==> config.mk <==
export PLATFORM = sky130hd
export DESIGN_NAME = store_merge_buffer
export DESIGN_NICKNAME = d
export VERILOG_FILES = /design/src/rtl/store_merge_buffer.sv
export SDC_FILE = /design/constraint.sdc
export NUM_CORES = 2
export LEC_CHECK = 0
export BUFFER_PORTS_ARGS = -buffer_cell sky130_fd_sc_hd__buf_2
export CORE_MARGIN = 2
export CORE_UTILIZATION = 45
export DETAILED_ROUTE_END_ITERATION = 12
export PLACE_DENSITY = 0.66
export SLEW_MARGIN = 20
export SYNTH_ARGS = -nofsm -noshare
export SYNTH_HDL_FRONTEND = slang
export SYNTH_SLANG_ARGS = --single-unit
export TNS_END_PERCENT = 30
==> constraint.sdc <==
create_clock -name clk -period 11.91 [get_ports clk]
set_input_delay 2.9775 -clock clk [delete_from_list [all_inputs] [get_ports clk]]
set_output_delay 2.9775 -clock clk [all_outputs]
set_load 0.02 [all_outputs]
==> src/rtl/store_merge_buffer.sv <==
// -----------------------------------------------------------------------------
// store_merge_buffer
//
// Circular FIFO between the store queue and the memory side. Committed stores
// arrive in program order on NUM_IN ports (port 0 oldest). A store to the same
// 32-bit word as the youngest buffered entry is folded into that entry
// (byte-masked overwrite, wmask OR) when it is safe to do so. Otherwise it
// takes a new entry. The oldest entry is presented on OUT_memReq until the
// memory side accepts it.
//
// Ports
//   clk          : clock, all state updates on the rising edge
//   rst          : synchronous active-high reset
//   IN_uop[i]    : committed store i (valid, addr, data, wmask, isMgmt)
//   OUT_stall[i] : port i not accepted this cycle (registered count only)
//   OUT_memReq   : oldest buffered entry, valid when buffer non-empty
//   IN_memReady  : memory side takes OUT_memReq this cycle
//   OUT_empty    : nothing buffered
// -----------------------------------------------------------------------------

package store_merge_buffer_pkg;

  typedef struct packed {
    logic        valid;
    logic [31:0] addr;
    logic [31:0] data;
    logic [3:0]  wmask;
    logic        isMgmt;
  } SQ_UOp;

endpackage

module store_merge_buffer
  import store_merge_buffer_pkg::*;
#(
  parameter int unsigned NUM_IN      = 2,
  parameter int unsigned NUM_ENTRIES = 4
) (
  input  logic              clk,
  input  logic              rst,
  input  SQ_UOp             IN_uop [NUM_IN],
  output logic [NUM_IN-1:0] OUT_stall,
  output SQ_UOp             OUT_memReq,
  input  logic              IN_memReady,
  output logic              OUT_empty
);

  localparam int unsigned PW = $clog2(NUM_ENTRIES);
  localparam int unsigned CW = PW + 1;

  typedef struct packed {
    logic [29:0] addr;
    logic [31:0] data;
    logic [3:0]  wmask;
    logic        is_mgmt;
    logic        is_mmio;
  } entry_t;

  // A zero byte mask marks a management op just like the explicit flag.
  function automatic logic uop_is_mgmt(input SQ_UOp u);
    return u.isMgmt || (u.wmask == 4'b0000);
  endfunction

  function automatic logic can_merge(input entry_t e, input SQ_UOp u);
    return !e.is_mmio && !e.is_mgmt && (e.wmask != 4'b0000) &&
           !u.addr[31] && !uop_is_mgmt(u) && (e.addr == u.addr[31:2]);
  endfunction

  function automatic entry_t new_entry(input SQ_UOp u);
    entry_t e;
    e.addr    = u.addr[31:2];
    e.data    = u.data;
    e.wmask   = u.wmask;
    e.is_mgmt = u.isMgmt;
    e.is_mmio = u.addr[31];
    return e;
  endfunction

  entry_t          r_entries [NUM_ENTRIES];
  entry_t          w_entries_d [NUM_ENTRIES];
  logic [PW-1:0]   r_head;
  logic [PW-1:0]   r_tail;
  logic [CW-1:0]   r_count;
  logic [PW-1:0]   w_tail_d;
  logic [PW-1:0]   w_last;
  logic [CW-1:0]   w_occ;
  logic [CW-1:0]   w_count_d;
  logic            w_deq;

  // Word-aligned storage: the byte offset bits carry no information.
  logic [2*NUM_IN-1:0] w_unused_addr_lo;

  // ---------------------------------------------------------------------------
  // Stall: port i needs room for itself plus every older port in the same
  // cycle, so it stalls once fewer than i+1 slots remain.
  // ---------------------------------------------------------------------------
  for (genvar gi = 0; gi < NUM_IN; gi++) begin : g_port
    assign OUT_stall[gi] = r_count > CW'(NUM_ENTRIES - 1 - gi);
    assign w_unused_addr_lo[2*gi +: 2] = IN_uop[gi].addr[1:0];
  end

  assign w_deq = (r_count != '0) && IN_memReady;

  // ---------------------------------------------------------------------------
  // Enqueue / merge. Ports are walked oldest first against a running view of
  // the tail so a younger port can fold into what an older port just wrote.
  // w_occ counts the head, so requiring w_occ >= 2 keeps merges off the head
  // entry, which may be leaving this very cycle.
  // ---------------------------------------------------------------------------
  always_comb begin
    w_entries_d = r_entries;
    w_tail_d    = r_tail;
    w_occ       = r_count;
    w_last      = '0;
    for (int i = 0; i < NUM_IN; i++) begin
      if (IN_uop[i].valid && !OUT_stall[i]) begin
        w_last = w_tail_d - PW'(1);
        if ((w_occ >= CW'(2)) && can_merge(w_entries_d[w_last], IN_uop[i])) begin
          for (int j = 0; j < 4; j++) begin
            if (IN_uop[i].wmask[j]) begin
              w_entries_d[w_last].data[8*j +: 8] = IN_uop[i].data[8*j +: 8];
            end
          end
          w_entries_d[w_last].wmask = w_entries_d[w_last].wmask | IN_uop[i].wmask;
        end else begin
          w_entries_d[w_tail_d] = new_entry(IN_uop[i]);
          w_tail_d              = w_tail_d + PW'(1);
          w_occ                 = w_occ + CW'(1);
        end
      end
    end
    w_count_d = w_occ - CW'(w_deq);
  end

  // ---------------------------------------------------------------------------
  // State
  // ---------------------------------------------------------------------------
  always_ff @(posedge clk) begin
    if (rst) begin
      r_head  <= '0;
      r_tail  <= '0;
      r_count <= '0;
    end else begin
      r_head  <= w_deq ? r_head + PW'(1) : r_head;
      r_tail  <= w_tail_d;
      r_count <= w_count_d;
    end
  end

  // Payload needs no reset: it is only observed while count says it is live.
  always_ff @(posedge clk) begin
    r_entries <= w_entries_d;
  end

  // ---------------------------------------------------------------------------
  // Memory-side request, purely from registered state
  // ---------------------------------------------------------------------------
  always_comb begin
    OUT_memReq        = '0;
    OUT_memReq.valid  = (r_count != '0);
    OUT_memReq.addr   = {r_entries[r_head].addr, 2'b00};
    OUT_memReq.data   = r_entries[r_head].data;
    OUT_memReq.wmask  = r_entries[r_head].wmask;
    OUT_memReq.isMgmt = r_entries[r_head].is_mgmt;
  end

  assign OUT_empty = (r_count == '0);

  // ---------------------------------------------------------------------------
  // Occupancy sanity
  // ---------------------------------------------------------------------------
  always_ff @(posedge clk) begin
    if (!rst) begin
      a_count_bound : assert (r_count <= CW'(NUM_ENTRIES));
      a_deq_nonempty : assert (!(w_deq && (r_count == '0)));
    end
  end

endmodule

Word level (Yosys, flattened, before mapping)
Cells that the tools add are included.
Word-level totals
  input bits: 143
  register bits: 279
Cells by class
  $add $sub $neg: 8
  order comparisons: 13
  equality and inequality tests: 2
  reductions and logical operators: 37
  multiplexer cells: 87
  bitwise gates (word level): 7
Operators by type and width (number)
  2-to-1 mux 272 bit: 28
  bitwise mux 272 bit: 12
  demux 68 bit (select 2 bit): 12
  binary-select mux 68 bit (select 2 bit): 5
  2-to-1 mux 68 bit: 8
  2-to-1 mux 38 bit: 2
  == test 30 bit: 2
  2-to-1 mux 30 bit: 2
  2-to-1 mux 22 bit: 2
  2-to-1 mux 6 bit: 6
  2-to-1 mux 14 bit: 2
  logical AND 1 bit: 19
  greater-or-equal comparator 3 bit, second input constant: 5
  NOT 2 -> 3 bit: 5
  less-than comparator 3 x 1 -> 1 bit, second input constant: 4
  2-to-1 mux 3 bit: 4
  logical NOT 1 bit: 10
  logical NOT 4 bit: 2
  2-to-1 mux 2 bit: 4
  bitwise OR 4 bit: 2
  nonzero test 4 bit: 2
  adder 2 x 1 -> 2 bit, second input constant: 3
  adder 3 x 1 -> 3 bit, second input constant: 2
  greater-or-equal comparator 3 x 2 -> 1 bit, second input constant: 2
  other kinds (6): 9

Depth between registers and ports, before layout
  depth in word-level cells: 64
  mapped depth: 41

Worst setup path after synthesis
OpenSTA, ideal clock, no wires.
  path kind: in2reg
  start point: input IN_uop[133] (netlist bit)
  end point: register r_count[2]
  data required time: 11.838 ns
  data arrival time: 9.752 ns
  stages: 32
  path slack: 2.087 ns
  cells stage by stage: clkbuf_1 > xnor2_1 > nand4_1 > or4_1 > buf_2 > nor3_4 > buf_4 > buf_6 > nor2_2 > nand2_1 > o21ai_0 > ha_1 > clkinv_1 > nand2_1 > nor4_1 > nor3_1 > clkbuf_1 > a211oi_1 > a2111oi_0 > xnor2_1 > nand3b_1 > or4_1 > nor3_4 > buf_6 > buf_2 > nor2_1 > xnor2_1 > ha_1 > ha_1 > and3_1 > or3_1 > mux2i_1
On the way
  cells in the longest elaborated chain, start to end: 20
  elaborated cells between the ends (all ways): 30
  classes of those cells: add/sub (3); order compare (1); eq/ne (2); mux (12); bitwise (1); reduce/logical (11)
RTL lines
  from (decl): RTL line 41  | input SQ_UOp IN_uop [NUM_IN],
  parallel branches: the longest is 18 deep, another holds subtractor 2 x 1 -> 2 bit
  2-to-1 mux 3 bit (*): RTL line 116  | if (IN_uop[i].valid && !OUT_stall[i]) begin
  subtractor 3 x 1 -> 3 bit (*): RTL line 132  | w_count_d = w_occ - CW'(w_deq);
  to (signal assigned): RTL line 146  | r_count <= w_count_d;
  to (decl): RTL line 83  | logic [CW-1:0] r_count;
Mark *: on every way between the ends. The select of a mux whose other input is x is not followed.
A chain may end at the register's enable or synchronous reset.

==> results.py <==
metrics = {
    "outcome": {
        "status": "finished clean",
    },
    "critical_path": {
        "reg2reg_depth": 26,
        "cp-end-kind": "flop",
        "cp.required_ns": 12.35,
        "critPathKind": "primary input to flop",
        "worstPathMaxFanout": 21,
        "rr_startpoint": "r_tail[0]",
        "crit_arrival_ns": 11.22,
        "start_kind": "primary input",
        "regToRegSetupSlack_ns": 1.34,
        "rr_endpoint": "r_entries[83]",
    },
    "die": {
        "die_h_um": 214.5,
        "fp.dieW_um": 214.5,
        "num_io_pins": 216,
        "initial_core_util": 0.4539,
        "design.die.area_um2": 46010,
        "core_area_um2": 43930,
        "num_rows": 77,
    },
    "grt": {
        "grt_max_degree": 59,
        "grt_overflow": 0,
        "grt_use_total": 0.3190,
        "grt_pass1_vias": 19350,
        "antenna_found_initial": 12,
        "grt_pass1_wl_um": 115400,
    },
    "routing": {
        "ant_nets": 0,
        "wire_per_inst_um": 26.70,
        "route.detailed.drc": 0,
        "vias_per_cell": 6.855,
        "drt-initial-drc-count": 2509,
        "route.vias.total": 19410,
        "firstDrtPassIters": 9,
        "wl_um": 75590,
    },
    "sta": {
        "fin_ws_ns": 1.138,
        "max_freq_mhz": 92.83,
        "rsz0062_at_grt": "false",
        "maxSlewHeadroom": 0.1402,
        "setup_viol": 0,
        "finalHoldViolations": 0,
        "fin_crit_ns": 10.77,
        "slew_violations": 0,
        "worst_pin_slew_ns": 1.283,
        "fin_setup_tns_ns": 0,
        "fin_crit_sh": 0.9045,
        "skew_ns": 0.02419,
    },
    "logic_synthesis": {
        "ys_types": 80,
        "ys.flop_type": "dfxtp_1",
        "ys_ff_latch": 279,
        "synth.cell_area_um2": 19940,
        "synth_edf_count": 0,
        "yosysSeqAreaShare": 0.2801,
        "syn_avg_cell_area_um2": 9.549,
        "netlist_instances": 2088,
        "yosysWarnings": 0,
        "async_flop_share": 0,
    },
    "worst_hold_path": {
        "min_from": "r_entries[136]",
        "holdPathEnd": "r_entries[136]",
        "hold_depth": 2,
        "hp-class": "flop to flop",
    },
    "power": {
        "p_leak_nw": 8.613,
        "peakVddDrop_v": 0.0001665,
        "power.density_nw_per_um2": 344.8,
        "fin_total_pwr_w": 0.007823,
    },
    "clock_network": {
        "cts_buffers": 36,
        "cts_sinks": 279,
        "cts_tree": "done",
        "htreeDepth": 2,
        "root_buffer": "clkbuf_16",
        "clock_latency_ns": 0.58,
        "postCtsResizedCells": 0,
        "clk_path_buf_depth": 3,
        "postCtsSetupBuffers": 0,
        "clk_transition_reported_paths_ns": 0.06,
        "cts_hold_buf": 0,
    },
    "finish": {
        "final_common_cell": "dfxtp_1",
        "layout_common_cells": "dfxtp_1 (276), buf_2 (209), mux2_2 (195)",
        "fin_area_um2": 22690,
        "syn_to_final_growth_pct": 13.79,
        "finalCoreUtilization": 0.5165,
        "drive_gt1_frac": 0.3016,
        "fin_nets": 2372,
    },
    "placement": {
        "gp_congestion": 0.9514,
        "dp_slack_ns": 1.065,
        "port_buffers": 209,
        "place_area_um2": 21530,
        "hpwlAfterDp_um": 49340,
    },
    "job": {
        "cap_violations": 0,
    },
}
==> critical path, cell delays in order <==
cell and delay [ns]:
buf_2 0.14, xnor2_1 0.45, nand4_1 0.23, or4_1 0.64, nor3_4 0.25, buf_4 0.35
o21ai_2 0.29, ha_1 0.44, clkinv_1 0.09, nor2_1 0.06, nand2_1 0.12, a21oi_1 0.07
nor3_2 1.06, buf_4 0.33, o32ai_1 0.12, o31ai_1 0.34, nand4_1 0.32, nand3b_1 0.26
or4_1 0.59, nor3_4 0.49, buf_4 0.42, mux2i_2 0.72, mux2_1 0.40
==> cell type report <==
cell class	count	area, um^2
inverters	30	112.6
clock inverters	8	126.4
diodes	4	10.01
flip-flops and latches	279	5597
fillers	4016	21240
well taps	592	740.7
multi-input cells	1588	13520
repair buffers	278	1564
clock buffers	52	1021
==> logic make-up (layout without fill, tap and decap cells) <==
group | count (synthesis) | in the layout | synth area share
adder cells (fa/ha/maj) | 16 | 16 | 0.01004
XOR/XNOR | 48 | 48 | 0.02108
AND/OR/NAND/NOR | 505 | 505 | 0.1336
other | 1 | 6 | 0.0001881
buffers and inverters | 222 | 368 | 0.04744
AO/OA/AOI/OAI | 505 | 505 | 0.1653
flip-flops | 279 | 279 | 0.2801
multiplexers | 512 | 512 | 0.3422
==> Yosys cell counts, drive strengths merged, types with 23 or more instances <==
library cell,n,area share
nand3,59,0.015
o21ai,113,0.029
a22o,23,0.010
mux2,312,0.18
a21oi,141,0.035
nor4,23,0.0075
nand2,84,0.016
dfxtp,279,0.28
o21a,23,0.0087
clkbuf,128,0.024
nor3,110,0.029
mux2i,100,0.053
and3,41,0.013
mux4,100,0.11
inv,28,0.0053
a211oi,32,0.012
nor2,66,0.013
xnor2,38,0.017
nand4,51,0.016
buf,64,0.018
==> flip-flops by register name, summed over array words and instances, names as in the netlist <==
register and flops:
r_count 3, r_entries 272, r_head 2, r_tail 2
==> routing by layer <==
metal	wire, um	GRT usage	up-vias
met4	4334	0.1794	16
met1	28300	0.3913	9290
met3	9563	0.1044	366
li1	-	-	8316
met2	33280	0.4936	1418
met5	112	0	-
==> worst max-delay path by stage <==
stage	cells after the start	slack, ns	to	start
after global placement	23	1.22	r_entries[7]	IN_uop[125]
after floorplan	32	2.09	r_count[2]	IN_uop[133]
after global routing	23	1.07	r_entries[222]	IN_uop[125]
after CTS	23	1.58	r_entries[9]	IN_uop[125]
final	23	1.14	r_entries[83]	IN_uop[127]
after detailed placement	23	1.06	r_entries[9]	IN_uop[125]
==> report_power, final <==
| group | switching (W) | internal [W] | total, W |
|---|---|---|---|
| Sequential | 0.000400 | 0.00146 | 0.00186 |
| Clock | 0.000451 | 0.000640 | 0.00109 |
| Combinational | 0.00280 | 0.00207 | 0.00487 |
==> metrics by stage <==
step / std cells / hold slack, ns
global route: 2829 / 0.5377
detailed placement: 2767 / 0.4882
CTS: 2827 / 0.4957
floorplan: 2089 / 0.4558
finish: 2831 / 0.4904
global placement: 2767 / 0.4702
No activity file was read; power rests on OpenSTA's default activity.
